--- src/rtl/alarm_clock_pkg.sv ---
// Shared types and constants for the alarm_clock block: BCD digit and
// 7-segment types, segment encodings and the time-of-day limits.
package alarm_clock_pkg;

  typedef logic [3:0] bcd_t;
  typedef logic [6:0] seg7_t;

  // Active-high segments, bit order {g,f,e,d,c,b,a}
  localparam seg7_t SEG_0     = 7'h3F;
  localparam seg7_t SEG_1     = 7'h06;
  localparam seg7_t SEG_2     = 7'h5B;
  localparam seg7_t SEG_3     = 7'h4F;
  localparam seg7_t SEG_4     = 7'h66;
  localparam seg7_t SEG_5     = 7'h6D;
  localparam seg7_t SEG_6     = 7'h7D;
  localparam seg7_t SEG_7     = 7'h07;
  localparam seg7_t SEG_8     = 7'h7F;
  localparam seg7_t SEG_9     = 7'h6F;
  localparam seg7_t SEG_BLANK = 7'h00;

  localparam int   HOURS_PER_DAY = 24;
  localparam bcd_t MIN_TENS_MAX  = 4'd5;
  localparam bcd_t DIGIT_MAX     = 4'd9;

  // Last hour of the day split into BCD digits (23 -> 2,3)
  localparam bcd_t HR_HI_LAST = bcd_t'((HOURS_PER_DAY - 1) / 10);
  localparam bcd_t HR_LO_LAST = bcd_t'((HOURS_PER_DAY - 1) % 10);

  // Increment a BCD digit; callers handle the wrap themselves
  function automatic bcd_t bcd_inc(input bcd_t d);
    return d + 4'd1;
  endfunction

endpackage

--- src/rtl/alarm_clock_seg7_decoder.sv ---
// seg7_decoder: purely combinational BCD digit to 7-segment decode.
// Values 10..15 cannot occur in the clock and show a dark digit.
module seg7_decoder
  import alarm_clock_pkg::*;
(
  input  bcd_t  bcd,
  output seg7_t seg
);

  // Lookup of the segment pattern for one digit
  always_comb begin
    seg = SEG_BLANK;
    case (bcd)
      4'd0:    seg = SEG_0;
      4'd1:    seg = SEG_1;
      4'd2:    seg = SEG_2;
      4'd3:    seg = SEG_3;
      4'd4:    seg = SEG_4;
      4'd5:    seg = SEG_5;
      4'd6:    seg = SEG_6;
      4'd7:    seg = SEG_7;
      4'd8:    seg = SEG_8;
      4'd9:    seg = SEG_9;
      default: seg = SEG_BLANK;
    endcase
  end

endmodule

--- src/rtl/alarm_clock.sv ---
// alarm_clock: 24-hour HH:MM wall clock driving four 7-segment digits.
// A prescaler turns the system clock into second ticks, a seconds counter
// turns those into minute ticks, and a BCD cascade keeps HH:MM.
// Optional feature: define ALARM_EN to add the registered `alarm` output,
// high for the whole minute HH:MM == ALARM_HOUR:ALARM_MINUTE.
module alarm_clock
  import alarm_clock_pkg::*;
#(
  parameter int TICKS_PER_SEC = 125_000_000,
  parameter int SEC_PER_MIN   = 60,
  parameter int ALARM_HOUR    = 7,
  parameter int ALARM_MINUTE  = 0
) (
  input  logic  clock,
  input  logic  reset,
  output seg7_t display_minute_LSB,
  output seg7_t display_minute_MSB,
  output seg7_t display_hour_LSB,
  output seg7_t display_hour_MSB
`ifdef ALARM_EN
  ,
  output logic  alarm
`endif
);

  localparam int PRESC_W = (TICKS_PER_SEC > 1) ? $clog2(TICKS_PER_SEC) : 1;
  localparam int SEC_W   = (SEC_PER_MIN > 1) ? $clog2(SEC_PER_MIN) : 1;
  localparam logic [PRESC_W-1:0] PRESC_LAST = PRESC_W'(TICKS_PER_SEC - 1);
  localparam logic [SEC_W-1:0]   SEC_LAST   = SEC_W'(SEC_PER_MIN - 1);

  // Catch impossible configurations when the design is elaborated
  if (TICKS_PER_SEC < 1 || SEC_PER_MIN < 1) begin : g_bad_rate
    $error("alarm_clock: TICKS_PER_SEC and SEC_PER_MIN must be >= 1");
  end
  if (ALARM_HOUR < 0 || ALARM_HOUR >= HOURS_PER_DAY ||
      ALARM_MINUTE < 0 || ALARM_MINUTE > 59) begin : g_bad_alarm
    $error("alarm_clock: alarm time outside 00:00..23:59");
  end

  logic [PRESC_W-1:0] presc_reg, presc_next;
  logic [SEC_W-1:0]   sec_reg, sec_next;
  bcd_t               min_lo_reg, min_lo_next;
  bcd_t               min_hi_reg, min_hi_next;
  bcd_t               hr_lo_reg, hr_lo_next;
  bcd_t               hr_hi_reg, hr_hi_next;
  logic               sec_tick;
  logic               min_tick;

  assign sec_tick = (presc_reg == PRESC_LAST);
  assign min_tick = sec_tick && (sec_reg == SEC_LAST);

  // Prescaler and seconds counter: wrap on their last value
  always_comb begin
    presc_next = sec_tick ? '0 : presc_reg + PRESC_W'(1);
    sec_next   = sec_reg;
    if (sec_tick) begin
      sec_next = (sec_reg == SEC_LAST) ? '0 : sec_reg + SEC_W'(1);
    end
  end

  // BCD cascade: every digit that rolls over carries into the next one in
  // the same edge, and 23:59 rolls straight to 00:00
  always_comb begin
    min_lo_next = min_lo_reg;
    min_hi_next = min_hi_reg;
    hr_lo_next  = hr_lo_reg;
    hr_hi_next  = hr_hi_reg;
    if (min_tick) begin
      if (min_lo_reg != DIGIT_MAX) begin
        min_lo_next = bcd_inc(min_lo_reg);
      end else begin
        min_lo_next = '0;
        if (min_hi_reg != MIN_TENS_MAX) begin
          min_hi_next = bcd_inc(min_hi_reg);
        end else begin
          min_hi_next = '0;
          if (hr_hi_reg == HR_HI_LAST && hr_lo_reg == HR_LO_LAST) begin
            hr_hi_next = '0;
            hr_lo_next = '0;
          end else if (hr_lo_reg == DIGIT_MAX) begin
            hr_lo_next = '0;
            hr_hi_next = bcd_inc(hr_hi_reg);
          end else begin
            hr_lo_next = bcd_inc(hr_lo_reg);
          end
        end
      end
    end
  end

  // Timekeeping state; reset forces 00:00 immediately
  always_ff @(posedge clock or negedge reset) begin
    if (!reset) begin
      presc_reg  <= '0;
      sec_reg    <= '0;
      min_lo_reg <= '0;
      min_hi_reg <= '0;
      hr_lo_reg  <= '0;
      hr_hi_reg  <= '0;
    end else begin
      presc_reg  <= presc_next;
      sec_reg    <= sec_next;
      min_lo_reg <= min_lo_next;
      min_hi_reg <= min_hi_next;
      hr_lo_reg  <= hr_lo_next;
      hr_hi_reg  <= hr_hi_next;
    end
  end

  // Four identical decoders; index 0 is the minute units digit
  bcd_t  digit_vec [4];
  seg7_t seg_vec   [4];

  assign digit_vec[0] = min_lo_reg;
  assign digit_vec[1] = min_hi_reg;
  assign digit_vec[2] = hr_lo_reg;
  assign digit_vec[3] = hr_hi_reg;

  for (genvar gi = 0; gi < 4; gi++) begin : g_digit
    seg7_decoder u_dec (
      .bcd (digit_vec[gi]),
      .seg (seg_vec[gi])
    );
  end

  assign display_minute_LSB = seg_vec[0];
  assign display_minute_MSB = seg_vec[1];
  assign display_hour_LSB   = seg_vec[2];
  assign display_hour_MSB   = seg_vec[3];

`ifdef ALARM_EN
  localparam bcd_t AL_HR_HI  = bcd_t'(ALARM_HOUR / 10);
  localparam bcd_t AL_HR_LO  = bcd_t'(ALARM_HOUR % 10);
  localparam bcd_t AL_MIN_HI = bcd_t'(ALARM_MINUTE / 10);
  localparam bcd_t AL_MIN_LO = bcd_t'(ALARM_MINUTE % 10);

  logic alarm_reg;
  logic alarm_next;

  assign alarm_next = (hr_hi_reg == AL_HR_HI) && (hr_lo_reg == AL_HR_LO) &&
                      (min_hi_reg == AL_MIN_HI) && (min_lo_reg == AL_MIN_LO);

  // Registered compare: follows the displayed minute by one cycle
  always_ff @(posedge clock or negedge reset) begin
    if (!reset) begin
      alarm_reg <= 1'b0;
    end else begin
      alarm_reg <= alarm_next;
    end
  end

  assign alarm = alarm_reg;
`endif

endmodule

--- config.mk ---
export PLATFORM = sky130hd
export DESIGN_NAME = alarm_clock
export DESIGN_NICKNAME = d
export VERILOG_FILES = /design/src/rtl/alarm_clock_pkg.sv /design/src/rtl/alarm_clock_seg7_decoder.sv /design/src/rtl/alarm_clock.sv
export SDC_FILE = /design/constraint.sdc
export NUM_CORES = 1
export LEC_CHECK = 0
export CORE_ASPECT_RATIO = 1.4
export CORE_MARGIN = 2
export CORE_UTILIZATION = 58
export DETAILED_ROUTE_END_ITERATION = 10
export GPL_TIMING_DRIVEN = 0
export PLACE_DENSITY = 0.89
export SYNTH_ARGS = -nofsm -noshare
export SYNTH_HDL_FRONTEND = slang
export SYNTH_SLANG_ARGS = --single-unit
export TNS_END_PERCENT = 50
--- constraint.sdc ---
create_clock -name clock -period 2.75 [get_ports clock]
set_input_delay 0.825 -clock clock [delete_from_list [all_inputs] [get_ports clock]]
set_output_delay 0.825 -clock clock [all_outputs]
set_load 0.01 [all_outputs]
==> results.json <==
{
  "status": "complete, but fails checks",
  "violations": "setup timing",
  "async_flop_share_pct": 100,
  "crit_fanout": 10,
  "syn2layout_area_growth_pct": 18.8,
  "r2r_slack_ns": 0.54,
  "synth_area_leaders": "dfrtp_1 (37%), ha_1 (12%), xnor2_1 (4.8%), o21ai_0 (4.7%), nand2_1 (3.3%)",
  "overflow": 0,
  "finalClockSkew_ns": 0.00963,
  "numCtsBuffers": 5,
  "required_ns": 1.93,
  "synth-seq-cells": 49,
  "worstPathArrival_ns": 1.97,
  "vdd_drop_max_uv": 316,
  "synth_commonest_cells": "dfrtp_1 (49), ha_1 (31), o21ai_0 (31)",
  "first_global_vias": 2779,
  "drive_above_1_share_pct": 12.4,
  "grt_max_degree": 34,
  "synth_edf_count": 0,
  "dp_cells": 458,
  "layout_setup_ws_ns": -0.0486,
  "dpl.hpwl_um": 5040,
  "netlist_area_mm2": 0.00327,
  "antenna_cells": 0,
  "synth_flop_cell": "dfrtp_1",
  "cts_num_sinks": 49,
  "leakagePower_nw": 1.75,
  "hold_ws_ns": 0.437,
  "rr_endpoint": "hr_hi_reg[2]$_DFFE_PN0P_",
  "drc": 0,
  "die_area_mm2": 0.00627,
  "syn-mean-instance-area_um2": 9.10,
  "htreeDepth": 2,
  "drv_cap": 0,
  "wl_per_cell_um": 15.3,
  "nets": 437,
  "rr_worst_depth": 5,
  "worstSetupPathType": "flip-flop to primary output",
  "synthMostInstantiatedCell": "dfrtp_1",
  "fp.dieW_um": 67.5,
  "max_freq_mhz": 357,
  "largest_reg_flops": 27,
  "powerDensity_mw_per_mm2": 318,
  "synth_cell_types": 48,
  "fillers": 407,
  "root_buffer": "clkbuf_8",
  "min_path_type": "input port to asynchronous set/reset pin",
  "ys_seq_area_share_pct": 37.4,
  "detail-route-antenna-nets": 0,
  "min_period_ns": 2.80,
  "track_usage_pct": 24.4,
  "instances_no_fill": 472,
  "start_util_pct": 59.7,
  "end_kind": "primary output",
  "fp.dieH_um": 92.9,
  "synth_area_leader_cell": "dfrtp_1",
  "dr.pass1.iters": 4,
  "antenna_found_initial": 0,
  "power.total_w": 0.00124,
  "cts_tree": "built",
  "hold_viol": 0,
  "num_rows": 32,
  "slew_viol_final": 0,
  "io_buffer_count": 29,
  "wirelength_um": 7230,
  "worstMarginPinSlew_ns": 0.606,
  "dr_total_vias": 2774,
  "setup_viol": 1,
  "worstSetupStartpointType": "flip-flop",
  "globalplace.congestion": 0.843,
  "clk_path_buf_depth": 2,
  "setup-tns-final_ns": -0.0486,
  "yosys_warnings": 0,
  "core_mm2": 0.00549,
  "via_per_inst": 5.88,
  "min_period_over_period_pct": 102,
  "r2r_start": "presc_reg[7]$_DFF_PN0_",
  "max-slew-margin-rel_pct": 59.3,
  "clk_pin_slew_worst_paths_ns": 0.09,
  "yosysTopAreaCellShare_pct": 37.4,
  "grt_pass1_wl_um": 11800,
  "io-pin-count": 30,
  "drtIter0Drc": 95,
  "synth_cells": 360,
  "syn-num-nets": 393,
  "clock_latency_ns": 0.31
}
-- per-layer routing --
layer,GRT usage [%],part of all wire (%),vias up
li1,-,-,1349
met1,26.3,39,1345
met2,44.9,56,64
met3,5.10,3.0,16
met4,9.01,2.1,0
met5,0,0,-
-- per-stage QoR --
stage / setup slack [ns] / area, um2 / utilization (%)
after floorplan: 0.596 / 3270 / -
after global placement: -0.442 / 3650 / 66.5
after detailed placement: -0.0163 / 3660 / 66.8
after CTS: 0.00287 / 3820 / 69.6
after global routing: -0.126 / 3890 / 70.9
final: -0.0486 / 3890 / 70.9
-- report_power, final --
part / total [W] / internal, W / switching, W
clock network: 0.000499 / 0.000265 / 0.000234
registers: 0.000720 / 0.000720 / 0
logic: 0.0000170 / 0.00000337 / 0.0000137
total: 0.00124 / 0.000988 / 0.000248
-- layout make-up --
class | count | area, um2 | area share (%)
multi-input combinational | 275 | 1900 | 48.9
sequential | 49 | 1240 | 31.8
timing repair buffer | 40 | 415 | 10.7
inverter | 23 | 86.3 | 2.22
tap | 68 | 85.1 | 2.19
clock buffer | 5 | 68.8 | 1.77
buffer | 10 | 62.6 | 1.61
clock inverter | 2 | 35.0 | 0.900
-- worst max path at each step --
stage | from | endpoint | slack (ns) | cells after the start
after floorplan | hr_lo_reg[1]$_DFFE_PN0P_ | display_hour_LSB[1] | 0.60 | 4
after global placement | reset | hr_lo_reg[0]$_DFFE_PN0P_ | -0.44 | 1
after detailed placement | hr_lo_reg[1]$_DFFE_PN0P_ | display_hour_LSB[1] | -0.02 | 5
after CTS | min_hi_reg[1]$_DFFE_PN0P_ | display_minute_MSB[0] | 0.003 | 6
after global routing | hr_hi_reg[3]$_DFFE_PN0P_ | display_hour_MSB[6] | -0.13 | 4
final | hr_hi_reg[3]$_DFFE_PN0P_ | display_hour_MSB[6] | -0.05 | 4
-- what timing repair did --
item,in CTS,in global routing
endpoints found under the setup margin,23,14
gates resized for setup,24,16
pin swaps,0,0
hold buffers,0,0
buffers inserted,5,5
-- critical path, cell delays in order (launching register included) --
cell             delay [ns]
dfrtp_1                0.38
clkbuf_2               0.20
nand2b_1               0.24
o22ai_1                0.26
clkdlybuf4s50_1        0.59
-- cells by family after synthesis --
family | count (synthesis) | share of synthesized area, %
xor gates and xnor gates | 28 | 7.49
muxes | 8 | 2.64
adders and majority gates | 31 | 11.8
buffers and inverters | 36 | 4.47
and+or+nand+nor | 137 | 23.3
DFF | 49 | 37.4
AOI/OAI and AO/OA | 71 | 12.8
-- layout by cell type, fill, tap and decap left out, drive strengths merged, types with 5 or more instances in the layout --
cell	instances
dfrtp	49
o21ai	34
ha	31
nand2	29
nor2	28
inv	23
xnor2	18
buf	16
nand3	15
dlymetal6s2s	13
nand4	12
o22ai	11
clkbuf	11
nor3	10
xor2	10
dlygate4sd2	8
nand2b	7
a21oi	7
clkdlybuf4s50	7
nor4	7
nor2b	5
mux2	5
No activity file was read; power rests on OpenSTA's default activity.
